<file path="src/rtl/acc_pkg.sv">
// acc_pkg: shared state encoding, job descriptor and default sizing for the accumulator pass scheduler
package acc_pkg;
    localparam int ACC_ADDR_W    = 10;
    localparam int ACC_DATA_W    = 32;
    localparam int ACC_PASS_W    = 8;
    localparam int ACC_FLUSH_CYC = 4;
    typedef enum logic [2:0] {IDLE, ACCUM, FLUSH, DRAIN, DONE} acc_sched_state_t;
    typedef struct packed {
        logic [ACC_ADDR_W-1:0] base;
        logic [ACC_ADDR_W:0]   len;
        logic [ACC_PASS_W-1:0] passes;
    } acc_job_t;
endpackage

</file>
<file path="src/rtl/acc_pass_scheduler_if.sv">
// acc_pass_scheduler_if: job, stream and accumulator-port signals of the pass scheduler
interface acc_pass_scheduler_if #(
    parameter int ADDR_WIDTH = 10,
    parameter int DATA_WIDTH = 32,
    parameter int PASS_WIDTH = 8
);
    logic                  start;
    logic [ADDR_WIDTH-1:0] cfg_base;
    logic [ADDR_WIDTH:0]   cfg_len;
    logic [PASS_WIDTH-1:0] cfg_passes;
    logic                  in_valid;
    logic                  in_ready;
    logic [DATA_WIDTH-1:0] in_data;
    logic                  acc_wr_en;
    logic                  acc_wr_we;
    logic [ADDR_WIDTH-1:0] acc_wr_addr;
    logic [DATA_WIDTH-1:0] acc_wr_wdata;
    logic                  acc_mode;
    logic                  acc_rd_en;
    logic [ADDR_WIDTH-1:0] acc_rd_addr;
    logic [DATA_WIDTH-1:0] acc_rd_rdata;
    logic                  out_valid;
    logic                  out_ready;
    logic [DATA_WIDTH-1:0] out_data;
    logic                  out_last;
    logic                  busy;
    logic                  done;
    modport master (
        input  start, cfg_base, cfg_len, cfg_passes, in_valid, in_data, acc_rd_rdata, out_ready,
        output in_ready, acc_wr_en, acc_wr_we, acc_wr_addr, acc_wr_wdata, acc_mode,
               acc_rd_en, acc_rd_addr, out_valid, out_data, out_last, busy, done
    );
    modport slave (
        output start, cfg_base, cfg_len, cfg_passes, in_valid, in_data, acc_rd_rdata, out_ready,
        input  in_ready, acc_wr_en, acc_wr_we, acc_wr_addr, acc_wr_wdata, acc_mode,
               acc_rd_en, acc_rd_addr, out_valid, out_data, out_last, busy, done
    );
endinterface

</file>
<file path="src/rtl/acc_rd_skid.sv">
// acc_rd_skid: 2-entry FIFO for drain read data, head reads as zero while empty
module acc_rd_skid #(
    parameter int W = 33
) (
    input  logic         clk,
    input  logic         rst,
    input  logic         push,
    input  logic [W-1:0] din,
    input  logic         pop,
    output logic [W-1:0] dout,
    output logic [1:0]   count
);
    logic [W-1:0] mem_q [2];
    logic [W-1:0] mem_d [2];
    logic         wp_q, wp_d, rp_q, rp_d;
    logic [1:0]   cnt_q, cnt_d;
    always_comb begin
        mem_d = mem_q;
        if (push) mem_d[wp_q] = din;
        wp_d  = wp_q ^ push;
        rp_d  = rp_q ^ pop;
        cnt_d = cnt_q + {1'b0, push} - {1'b0, pop};
    end
    always_ff @(posedge clk) begin
        if (rst) begin
            mem_q[0] <= '0;
            mem_q[1] <= '0;
            wp_q     <= 1'b0;
            rp_q     <= 1'b0;
            cnt_q    <= '0;
        end else begin
            mem_q <= mem_d;
            wp_q  <= wp_d;
            rp_q  <= rp_d;
            cnt_q <= cnt_d;
        end
    end
    assign dout  = (cnt_q != 2'd0) ? mem_q[rp_q] : '0;
    assign count = cnt_q;
endmodule

</file>
<file path="src/rtl/acc_pass_scheduler.sv">
// acc_pass_scheduler: multi-pass accumulate sequencer driving the accumulator write port, then draining results
module acc_pass_scheduler
    import acc_pkg::*;
#(
    parameter int ADDR_WIDTH = ACC_ADDR_W,
    parameter int DATA_WIDTH = ACC_DATA_W,
    parameter int PASS_WIDTH = ACC_PASS_W,
    parameter int FLUSH_CYC  = ACC_FLUSH_CYC
) (
    input logic                  clk,
    input logic                  rst,
    acc_pass_scheduler_if.master bus
);
    localparam logic [ADDR_WIDTH:0]   L1 = 1;
    localparam logic [PASS_WIDTH-1:0] P1 = 1;
    acc_sched_state_t        state_q, state_d;
    acc_job_t                job_q, job_d;
    logic [ADDR_WIDTH:0]     idx_q, idx_d;
    logic [PASS_WIDTH-1:0]   pass_q, pass_d;
    logic [7:0]              flush_q, flush_d;
    logic                    infl_q, infl_d, infl_last_q, infl_last_d;
    logic [1:0]              fifo_count;
    logic [DATA_WIDTH:0]     fifo_head;
    logic                    beat, idx_last, pass_last, issue, pop, out_valid;
    assign beat      = state_q == ACCUM && bus.in_valid;
    assign idx_last  = idx_q == job_q.len - L1;
    assign pass_last = pass_q == job_q.passes - P1;
    assign out_valid = fifo_count != 2'd0;
    assign pop       = out_valid && bus.out_ready;
    // Credit counts the slot freed by this cycle's pop so back-to-back reads sustain one word per cycle
    assign issue     = state_q == DRAIN && idx_q != job_q.len &&
                       ({1'b0, fifo_count} + {2'b0, infl_q} - {2'b0, pop}) < 3'd2;
    always_comb begin
        state_d     = state_q;
        job_d       = job_q;
        idx_d       = idx_q;
        pass_d      = pass_q;
        flush_d     = flush_q;
        infl_d      = issue;
        infl_last_d = idx_last;
        unique case (state_q)
            IDLE: if (bus.start) begin
                job_d   = '{base: bus.cfg_base, len: bus.cfg_len, passes: bus.cfg_passes};
                idx_d   = '0;
                pass_d  = '0;
                state_d = (bus.cfg_len == '0 || bus.cfg_passes == '0) ? DONE : ACCUM;
            end
            ACCUM: if (beat) begin
                idx_d   = idx_last ? '0 : idx_q + L1;
                pass_d  = idx_last ? pass_q + P1 : pass_q;
                state_d = (idx_last && pass_last) ? FLUSH : ACCUM;
                flush_d = '0;
            end
            FLUSH: begin
                flush_d = flush_q + 8'd1;
                state_d = (flush_q == 8'(FLUSH_CYC - 1)) ? DRAIN : FLUSH;
            end
            DRAIN: begin
                idx_d   = issue ? idx_q + L1 : idx_q;
                state_d = (pop && fifo_head[DATA_WIDTH]) ? DONE : DRAIN;
            end
            DONE:    state_d = IDLE;
            default: state_d = IDLE;
        endcase
    end
    always_ff @(posedge clk) begin
        if (rst) begin
            state_q     <= IDLE;
            job_q       <= '0;
            idx_q       <= '0;
            pass_q      <= '0;
            flush_q     <= '0;
            infl_q      <= 1'b0;
            infl_last_q <= 1'b0;
        end else begin
            state_q     <= state_d;
            job_q       <= job_d;
            idx_q       <= idx_d;
            pass_q      <= pass_d;
            flush_q     <= flush_d;
            infl_q      <= infl_d;
            infl_last_q <= infl_last_d;
        end
    end
    acc_rd_skid #(.W(DATA_WIDTH + 1)) u_skid (
        .clk   (clk),
        .rst   (rst),
        .push  (infl_q),
        .din   ({infl_last_q, bus.acc_rd_rdata}),
        .pop   (pop),
        .dout  (fifo_head),
        .count (fifo_count)
    );
    assign bus.in_ready     = state_q == ACCUM;
    assign bus.acc_wr_en    = beat;
    assign bus.acc_wr_we    = beat;
    assign bus.acc_wr_addr  = beat ? job_q.base + idx_q[ADDR_WIDTH-1:0] : '0;
    assign bus.acc_wr_wdata = beat ? bus.in_data : '0;
    assign bus.acc_mode     = beat && pass_q != '0;
    assign bus.acc_rd_en    = issue;
    assign bus.acc_rd_addr  = issue ? job_q.base + idx_q[ADDR_WIDTH-1:0] : '0;
    assign bus.out_valid    = out_valid;
    assign bus.out_data     = fifo_head[DATA_WIDTH-1:0];
    assign bus.out_last     = fifo_head[DATA_WIDTH];
    assign bus.busy         = state_q != IDLE && state_q != DONE;
    assign bus.done         = state_q == DONE;
endmodule
</file>
<file path="src/flat_wrapper.sv">
// flat-port wrapper written by rule: the top's interface ports become plain ports
module acc_pass_scheduler_flat import acc_pkg::*;
#(
    parameter int ADDR_WIDTH = ACC_ADDR_W,
    parameter int DATA_WIDTH = ACC_DATA_W,
    parameter int PASS_WIDTH = ACC_PASS_W,
    parameter int FLUSH_CYC  = ACC_FLUSH_CYC
)
  (clk, rst, bus_start, bus_cfg_base, bus_cfg_len, bus_cfg_passes, bus_in_valid, bus_in_data, bus_acc_rd_rdata, bus_out_ready, bus_in_ready, bus_acc_wr_en, bus_acc_wr_we, bus_acc_wr_addr, bus_acc_wr_wdata, bus_acc_mode, bus_acc_rd_en, bus_acc_rd_addr, bus_out_valid, bus_out_data, bus_out_last, bus_busy, bus_done);
  acc_pass_scheduler_if #(.ADDR_WIDTH(ADDR_WIDTH), .DATA_WIDTH(DATA_WIDTH), .PASS_WIDTH(PASS_WIDTH)) bus_i ();
  input logic clk;
  input logic rst;
  input wire logic [$bits(bus_i.start)-1:0] bus_start;
  input wire logic [$bits(bus_i.cfg_base)-1:0] bus_cfg_base;
  input wire logic [$bits(bus_i.cfg_len)-1:0] bus_cfg_len;
  input wire logic [$bits(bus_i.cfg_passes)-1:0] bus_cfg_passes;
  input wire logic [$bits(bus_i.in_valid)-1:0] bus_in_valid;
  input wire logic [$bits(bus_i.in_data)-1:0] bus_in_data;
  input wire logic [$bits(bus_i.acc_rd_rdata)-1:0] bus_acc_rd_rdata;
  input wire logic [$bits(bus_i.out_ready)-1:0] bus_out_ready;
  output wire logic [$bits(bus_i.in_ready)-1:0] bus_in_ready;
  output wire logic [$bits(bus_i.acc_wr_en)-1:0] bus_acc_wr_en;
  output wire logic [$bits(bus_i.acc_wr_we)-1:0] bus_acc_wr_we;
  output wire logic [$bits(bus_i.acc_wr_addr)-1:0] bus_acc_wr_addr;
  output wire logic [$bits(bus_i.acc_wr_wdata)-1:0] bus_acc_wr_wdata;
  output wire logic [$bits(bus_i.acc_mode)-1:0] bus_acc_mode;
  output wire logic [$bits(bus_i.acc_rd_en)-1:0] bus_acc_rd_en;
  output wire logic [$bits(bus_i.acc_rd_addr)-1:0] bus_acc_rd_addr;
  output wire logic [$bits(bus_i.out_valid)-1:0] bus_out_valid;
  output wire logic [$bits(bus_i.out_data)-1:0] bus_out_data;
  output wire logic [$bits(bus_i.out_last)-1:0] bus_out_last;
  output wire logic [$bits(bus_i.busy)-1:0] bus_busy;
  output wire logic [$bits(bus_i.done)-1:0] bus_done;
  assign bus_i.start = bus_start;
  assign bus_i.cfg_base = bus_cfg_base;
  assign bus_i.cfg_len = bus_cfg_len;
  assign bus_i.cfg_passes = bus_cfg_passes;
  assign bus_i.in_valid = bus_in_valid;
  assign bus_i.in_data = bus_in_data;
  assign bus_i.acc_rd_rdata = bus_acc_rd_rdata;
  assign bus_i.out_ready = bus_out_ready;
  assign bus_in_ready = bus_i.in_ready;
  assign bus_acc_wr_en = bus_i.acc_wr_en;
  assign bus_acc_wr_we = bus_i.acc_wr_we;
  assign bus_acc_wr_addr = bus_i.acc_wr_addr;
  assign bus_acc_wr_wdata = bus_i.acc_wr_wdata;
  assign bus_acc_mode = bus_i.acc_mode;
  assign bus_acc_rd_en = bus_i.acc_rd_en;
  assign bus_acc_rd_addr = bus_i.acc_rd_addr;
  assign bus_out_valid = bus_i.out_valid;
  assign bus_out_data = bus_i.out_data;
  assign bus_out_last = bus_i.out_last;
  assign bus_busy = bus_i.busy;
  assign bus_done = bus_i.done;
  acc_pass_scheduler #(.ADDR_WIDTH(ADDR_WIDTH), .DATA_WIDTH(DATA_WIDTH), .PASS_WIDTH(PASS_WIDTH), .FLUSH_CYC(FLUSH_CYC)) u_core (.clk(clk), .rst(rst), .bus(bus_i));
endmodule
</file>
<file path="config.mk">
export PLATFORM = sky130hd
export DESIGN_NAME = acc_pass_scheduler_flat
export DESIGN_NICKNAME = d
export VERILOG_FILES = /design/src/rtl/acc_pkg.sv /design/src/rtl/acc_pass_scheduler_if.sv /design/src/rtl/acc_rd_skid.sv /design/src/rtl/acc_pass_scheduler.sv /design/src/flat_wrapper.sv
export SDC_FILE = /design/constraint.sdc
export NUM_CORES = 1
export LEC_CHECK = 0
export ABC_AREA = 1
export BUFFER_PORTS_ARGS = -buffer_cell sky130_fd_sc_hd__buf_2
export CAP_MARGIN = 5
export CORE_ASPECT_RATIO = 2
export CORE_MARGIN = 2
export CORE_UTILIZATION = 48
export DETAILED_ROUTE_END_ITERATION = 10
export PLACE_DENSITY = 0.77
export RECOVER_POWER = 100
export SYNTH_ARGS = -nofsm -noshare
export SYNTH_HDL_FRONTEND = slang
export SYNTH_SLANG_ARGS = --single-unit
</file>
<file path="constraint.sdc">
create_clock -name clk -period 2.48 [get_ports clk]
set_clock_uncertainty 0.05 [all_clocks]
set_input_delay 0.248 -clock clk [delete_from_list [all_inputs] [get_ports clk]]
set_output_delay 0.248 -clock clk [all_outputs]
set_load 0.02 [all_outputs]
</file>
Word level (Yosys, flattened, before mapping)
Index checks and enable logic that the tools add are counted.
{ "totals": {"reg_bits": 131, "latch_bits": 0, "ram_bits": 0, "romBits": 0, "in_bits": 98, "output_inout_bits": 93, "mem_count": 0} }
{ "op_classes": {"add_sub_neg": 10, "multipliers": 0, "div_mod_pow": 0, "n_lt_le_gt_ge": 4, "eq_ne": 13, "n_shift": 0, "muxes": 28, "n_bitwise": 4, "n_reduce_logical": 24} }
{ "op_table": {"columns": ["op", "count"], "rows": [
  ["2-to-1 mux 33 bit", 5],
  ["bitwise mux 66 bit", 1],
  ["2-to-1 mux 11 bit", 4],
  ["demux 33 bit (select 1 bit)", 1],
  ["one-hot mux 11 bit (3 select lines)", 1],
  ["2-to-1 mux 32 bit", 1],
  ["2-to-1 mux 8 bit", 4],
  ["one-hot mux 8 bit (2 select lines)", 2],
  ["2-to-1 mux 10 bit", 2],
  ["adder 8 x 1 -> 8 bit (second input constant)", 2],
  ["2-to-1 mux 3 bit", 4],
  ["one-hot mux 3 bit (4 select lines)", 1],
  ["adder 11 x 1 -> 11 bit (second input constant)", 1],
  ["== test 11 bit", 1],
  ["zero test 11 bit", 1],
  ["!= test 11 bit", 1],
  ["subtractor 11 x 1 -> 11 bit (second input constant)", 1],
  ["adder 10 bit", 1],
  ["logical AND 1 bit", 9],
  ["== test 8 x 2 -> 1 bit (second input constant)", 1],
  ["== test 8 bit", 1],
  ["zero test 8 bit", 1],
  ["AND reduction 4 bit", 2],
  ["nonzero test 8 bit", 1],
  ["23 further kinds", 34]
]} }

Depth between registers and ports, before layout
{ "logic_depth": {"depth_word": 8, "mapped_depth": 18} }

Hierarchy
From an unflattened synthesis, not the netlist that was laid out.
{ "hier_totals": {"cells_unflattened": 1141, "hier_area_um2": 7359.6} }
{ "by_module_without_submodules": {"columns": ["module", "n_inst", "cells_each", "area_per_inst_um2", "seq_area_each_um2"], "rows": [
  ["acc_pass_scheduler", 1, 720, 4399.2, 1221.2],
  ["acc_rd_skid", 1, 421, 2960.3, 1401.3]
]} }

Least setup slack after synthesis
No wires, ideal clock.
{ "synth_path": {"kind": "register to output", "from": "reg u_core.u_skid.cnt_q[1], in the netlist u_core.u_skid.count[1]", "to": "out bus_acc_rd_addr[6]", "arrival_time_ns": 2.804, "required_time_ns": 2.182, "path_slack_ns": -0.622, "path_stages_with_launch": 15, "path_buffers": 1, "path_cell_list": "dfxtp_1 nor2_1 inv_1 nand2_1 inv_1 ha_1 inv_1 ha_1 fa_1 inv_1 o21ai_0 a211oi_2 nand2_2 clkbuf_1 nor2_1"} }
{ "synth_between": {"elab_chain_cells": 6} }
{ "synth_lines": {"columns": ["item", "line", "text"], "rows": [
  ["start: declaration", "acc_rd_skid.sv:16", "logic [1:0] cnt_q, cnt_d;"],
  ["start signal: assignment", "acc_rd_skid.sv:35", "cnt_q <= cnt_d;"],
  ["nonzero test 2 bit", "acc_pass_scheduler.sv:28", "assign out_valid = fifo_count != 2'd0;"],
  ["via bus_out_valid", "flat_wrapper.sv:29", "output wire logic [$bits(bus_i.out_valid)-1:0] bus_out_valid;"],
  ["logical AND 1 bit", "acc_pass_scheduler.sv:29", "assign pop = out_valid && bus.out_ready;"],
  ["subtractor 3 x 1 -> 3 bit", "acc_pass_scheduler.sv:32", "({1'b0, fifo_count} + {2'b0, infl_q} - {2'b0, pop}) < 3'd2;"],
  ["less-than comparator 3 x 2 -> 1 bit", "acc_pass_scheduler.sv:32", null],
  ["logical AND 1 bit", "acc_pass_scheduler.sv:31", "assign issue = state_q == DRAIN && idx_q != job_q.len &&"],
  ["2-to-1 mux 10 bit", "acc_pass_scheduler.sv:101", "assign bus.acc_rd_addr = issue ? job_q.base + idx_q[ADDR_WIDTH-1:0] : '0;"],
  ["end: declaration", "flat_wrapper.sv:28", "output wire logic [$bits(bus_i.acc_rd_addr)-1:0] bus_acc_rd_addr;"]
]} }
The timed path passes the listed nets, and every way through them passes these cells.

Worst setup path in the final report
{ "layout_path": {"from": "reg u_core.u_skid.cnt_q[1], in the netlist u_core.u_skid.count[1]", "to": "out bus_acc_rd_addr[4]"} }
{ "layout_between": {"elab_chain_cells": 6} }
{ "layout_lines": {"columns": ["item", "line"], "rows": [
  ["parallel branches: the longest is 2 deep, another holds adder 2 x 1 -> 3 bit", null],
  ["subtractor 3 x 1 -> 3 bit *", "acc_pass_scheduler.sv:32"],
  ["less-than comparator 3 x 2 -> 1 bit *", "acc_pass_scheduler.sv:32"],
  ["logical AND 1 bit *", "acc_pass_scheduler.sv:31"],
  ["2-to-1 mux 10 bit *", "acc_pass_scheduler.sv:101"]
]} }
Every way passes the cells marked *.

==> run summary <==
Vias: 7,974
RSZ-0062 raised after global routing: true
Post-placement cell area: 0.00849 mm²
WHS Path Cells: 3
Fmax: 313 MHz
Synth cell types: 40
DR WL/cell: 14.6 µm
Vias in the first global route: 7,934
Hold-fix buffers at CTS: 0
Area delta synth->final: 32.3%
Worst-Skew Late Latency: 0.42 ns
Global-route usage over all layers: 27.3%
Most common cell after layout, fill and taps aside: nor2_1
Overall power: 6.16 mW
Clk slew on worst S/H paths: 0.06 ns
Hold WS: 0.0143 ns
Synthesized flop and latch total: 131
GPL Wtd Cong: 0.929
Cells after Synth: 1,112
Cell Area, Synth: 0.00718 mm²
Critical Path Fanout Max: 5
Most used cell along the critical path: inv_2
Synth async-reset ratio: 0%
Root Buffer: clkbuf_16
Max Cap Viol: 0
Largest net degree at the start of global routing: 70
Worst setup margin: -0.720 ns
Post-route cell area: 0.00949 mm²
# diodes: 0
Place WS: -0.237 ns
Violated checks: negative setup slack
First-pass GRT wire length: 35,700 µm
Remaining DRCs: 0
Drt pass-1 iters: 8
Initial Util: 48.7%
Status: finished with violations
Crit path largest cell delay: 0.44 ns
H-tree depth: 4
GRT Residual Overflow: 0
Primary FF master, synth: dfxtp_1
CTS tree: yes
Share of the yosys chip area belonging to registers: 36.5%
Final period util: 129%
Crit path kind: reg -> out
Slew @ Worst Pin: 0.969 ns
Num rows: 63
Fraction of layout cells with a size suffix above 1: 23.9%
Yosys warns: 0
Pwr dens: 649 mW/mm²
Max-slew headroom: 34.9%
Initial antenna violation count: 1
Maximum vdd ir drop: 540 µV
Critical Path AT: 2.90 ns
Slowest CP cell: fa_1
Worst Hold Class: in -> reg
Vias/cell: 5.25
Die width: 90.5 µm
EDFF count, synth: 0
Worst Setup End Kind: output port
DIE AREA: 0.0160 mm²
Commonest cells after routing, fill and taps aside: nor2_1, nand2_1, buf_2, dfxtp_1, inv_1
Final instance count without filler cells: 1,518
Die height: 177 µm
Static Leak: 4.36 nW
Final Net Count: 1,430
I/O pin count: 191
Synth Area per Inst: 6.45 µm²
Final Slew Violations: 0
Core area: 0.0147 mm²
Final ANT Viol Nets: 0
Clock Path Buffers: 2
Sink Count: 131
Placed instance count: 1,473
Cells along the critical path: nor2_4 > inv_4 > nand2_4 > inv_2 > ha_4 > inv_2 > ha_4 > fa_1 > inv_2 > o21ai_2 > a211oi_2 > nand2_2 > clkbuf_16 > nor2_4 > buf_6
Tmin final: 3.20 ns
CTS buffer count: 17
WP data required: 2.18 ns
Final hold vios: 0
Routed WL: 22,200 µm
Iter 0 DRT Violations: 372
Setup-failing EPs final: 71
FF-to-FF path depth: 18
Crit start category: register
Syn_nets: 1,231
Hpwl dp: 15,300 µm
Port Buffers: 190
power by group:
group / leakage, nW / total (mW) / switching, mW / internal (mW)
combinational: 3.02 / 1.46 / 0.956 / 0.507
sequential: 1.07 / 2.25 / 0.0741 / 2.18
clock: 0.272 / 2.45 / 1.04 / 1.41
what timing repair did:
action / in CTS / in global routing
setup buffers: 11 / 5
gates resized for setup: 48 / 46
cloned: 1 / 0
setup endpoints to repair: 25 / 65
pin swaps: 9 / 16
area by class of cell:
class                           count  area (µm²)
Fill cell                        1363        5250
Multi-Input combinational cell    810        4240
Sequential cell                   131        2630
Timing Repair Buffer              234        1360
Inverter                          117         444
Clock buffer                       17         425
Tap cell                          195         244
Clock inverter                     14         145
cell usage after synthesis (all sizes together) (7+ instances only):
master | n | share of area, %
nand2 | 224 | 12
clkbuf | 40 | 2.1
nor4 | 7 | 0.61
nor3 | 14 | 1.3
xor2 | 12 | 1.5
a21oi | 86 | 6.1
o21ai | 98 | 7.0
dfxtp | 131 | 37
xnor2 | 16 | 2.0
nand3 | 62 | 4.5
buf | 14 | 1.1
ha | 19 | 3.3
nor2 | 253 | 13
inv | 116 | 6.1
logic make-up (layout without fill, tap and decap cells):
family,after synthesis,in the layout,share of synthesized area [%]
compound gates,192,192,14.1
xor+xnor,29,29,3.73
fa+ha+maj,21,21,3.87
buf+inv,171,382,9.31
flops,131,131,36.5
simple gates,568,568,32.4
metrics by stage:
step	util, %	TNS, ns
2_1_floorplan	-	-1.89
3_3_place_gp	57.6	-2.33
3_5_place_dp	57.6	-4.09
4_1_cts	63.5	-10.69
5_1_grt	64.4	-31.85
6_report	64.4	-19.80
layer usage:
layer	vias to the layer above	part of all wire (%)	global-route usage, %
li1	3925	-	-
met1	3705	36	26.7
met2	273	54	53.7
met3	69	5.1	5.45
met4	2	4.1	13.0
met5	-	0.050	0
flip-flops by register name, indices dropped and copies added, names as in the netlist, 2 cells and up:
register and cells:
u_core.u_skid.mem_q 66, u_core.job_q 29, u_core.idx_q 11, u_core.state_q 3, u_core.u_skid.count 2, u_core.flush_q 8
u_core.pass_q 8
critical path, delay by kind of cell, from the launching register on:
family                   cells  cell delay (ns)
AND/OR/NAND/NOR              4             0.46
buffers and inverters        6             0.55
flip-flops                   1             0.33
adder cells (fa/ha/maj)      3             0.83
AO/OA/AOI/OAI                2             0.30
final timing paths:
path / from / to / slack [ns]
setup reg to reg: u_core.u_skid.count[1] / u_core.idx_q[9] / -0.45
hold reg to reg: u_core.flush_q[7] / u_core.flush_q[7] / 0.43
hold / removal: bus_acc_rd_rdata[10] / u_core.u_skid.mem_q[10] / 0.01
setup / recovery: u_core.u_skid.count[1] / bus_acc_rd_addr[4] / -0.72
Power figures use the tool's default switching activity.
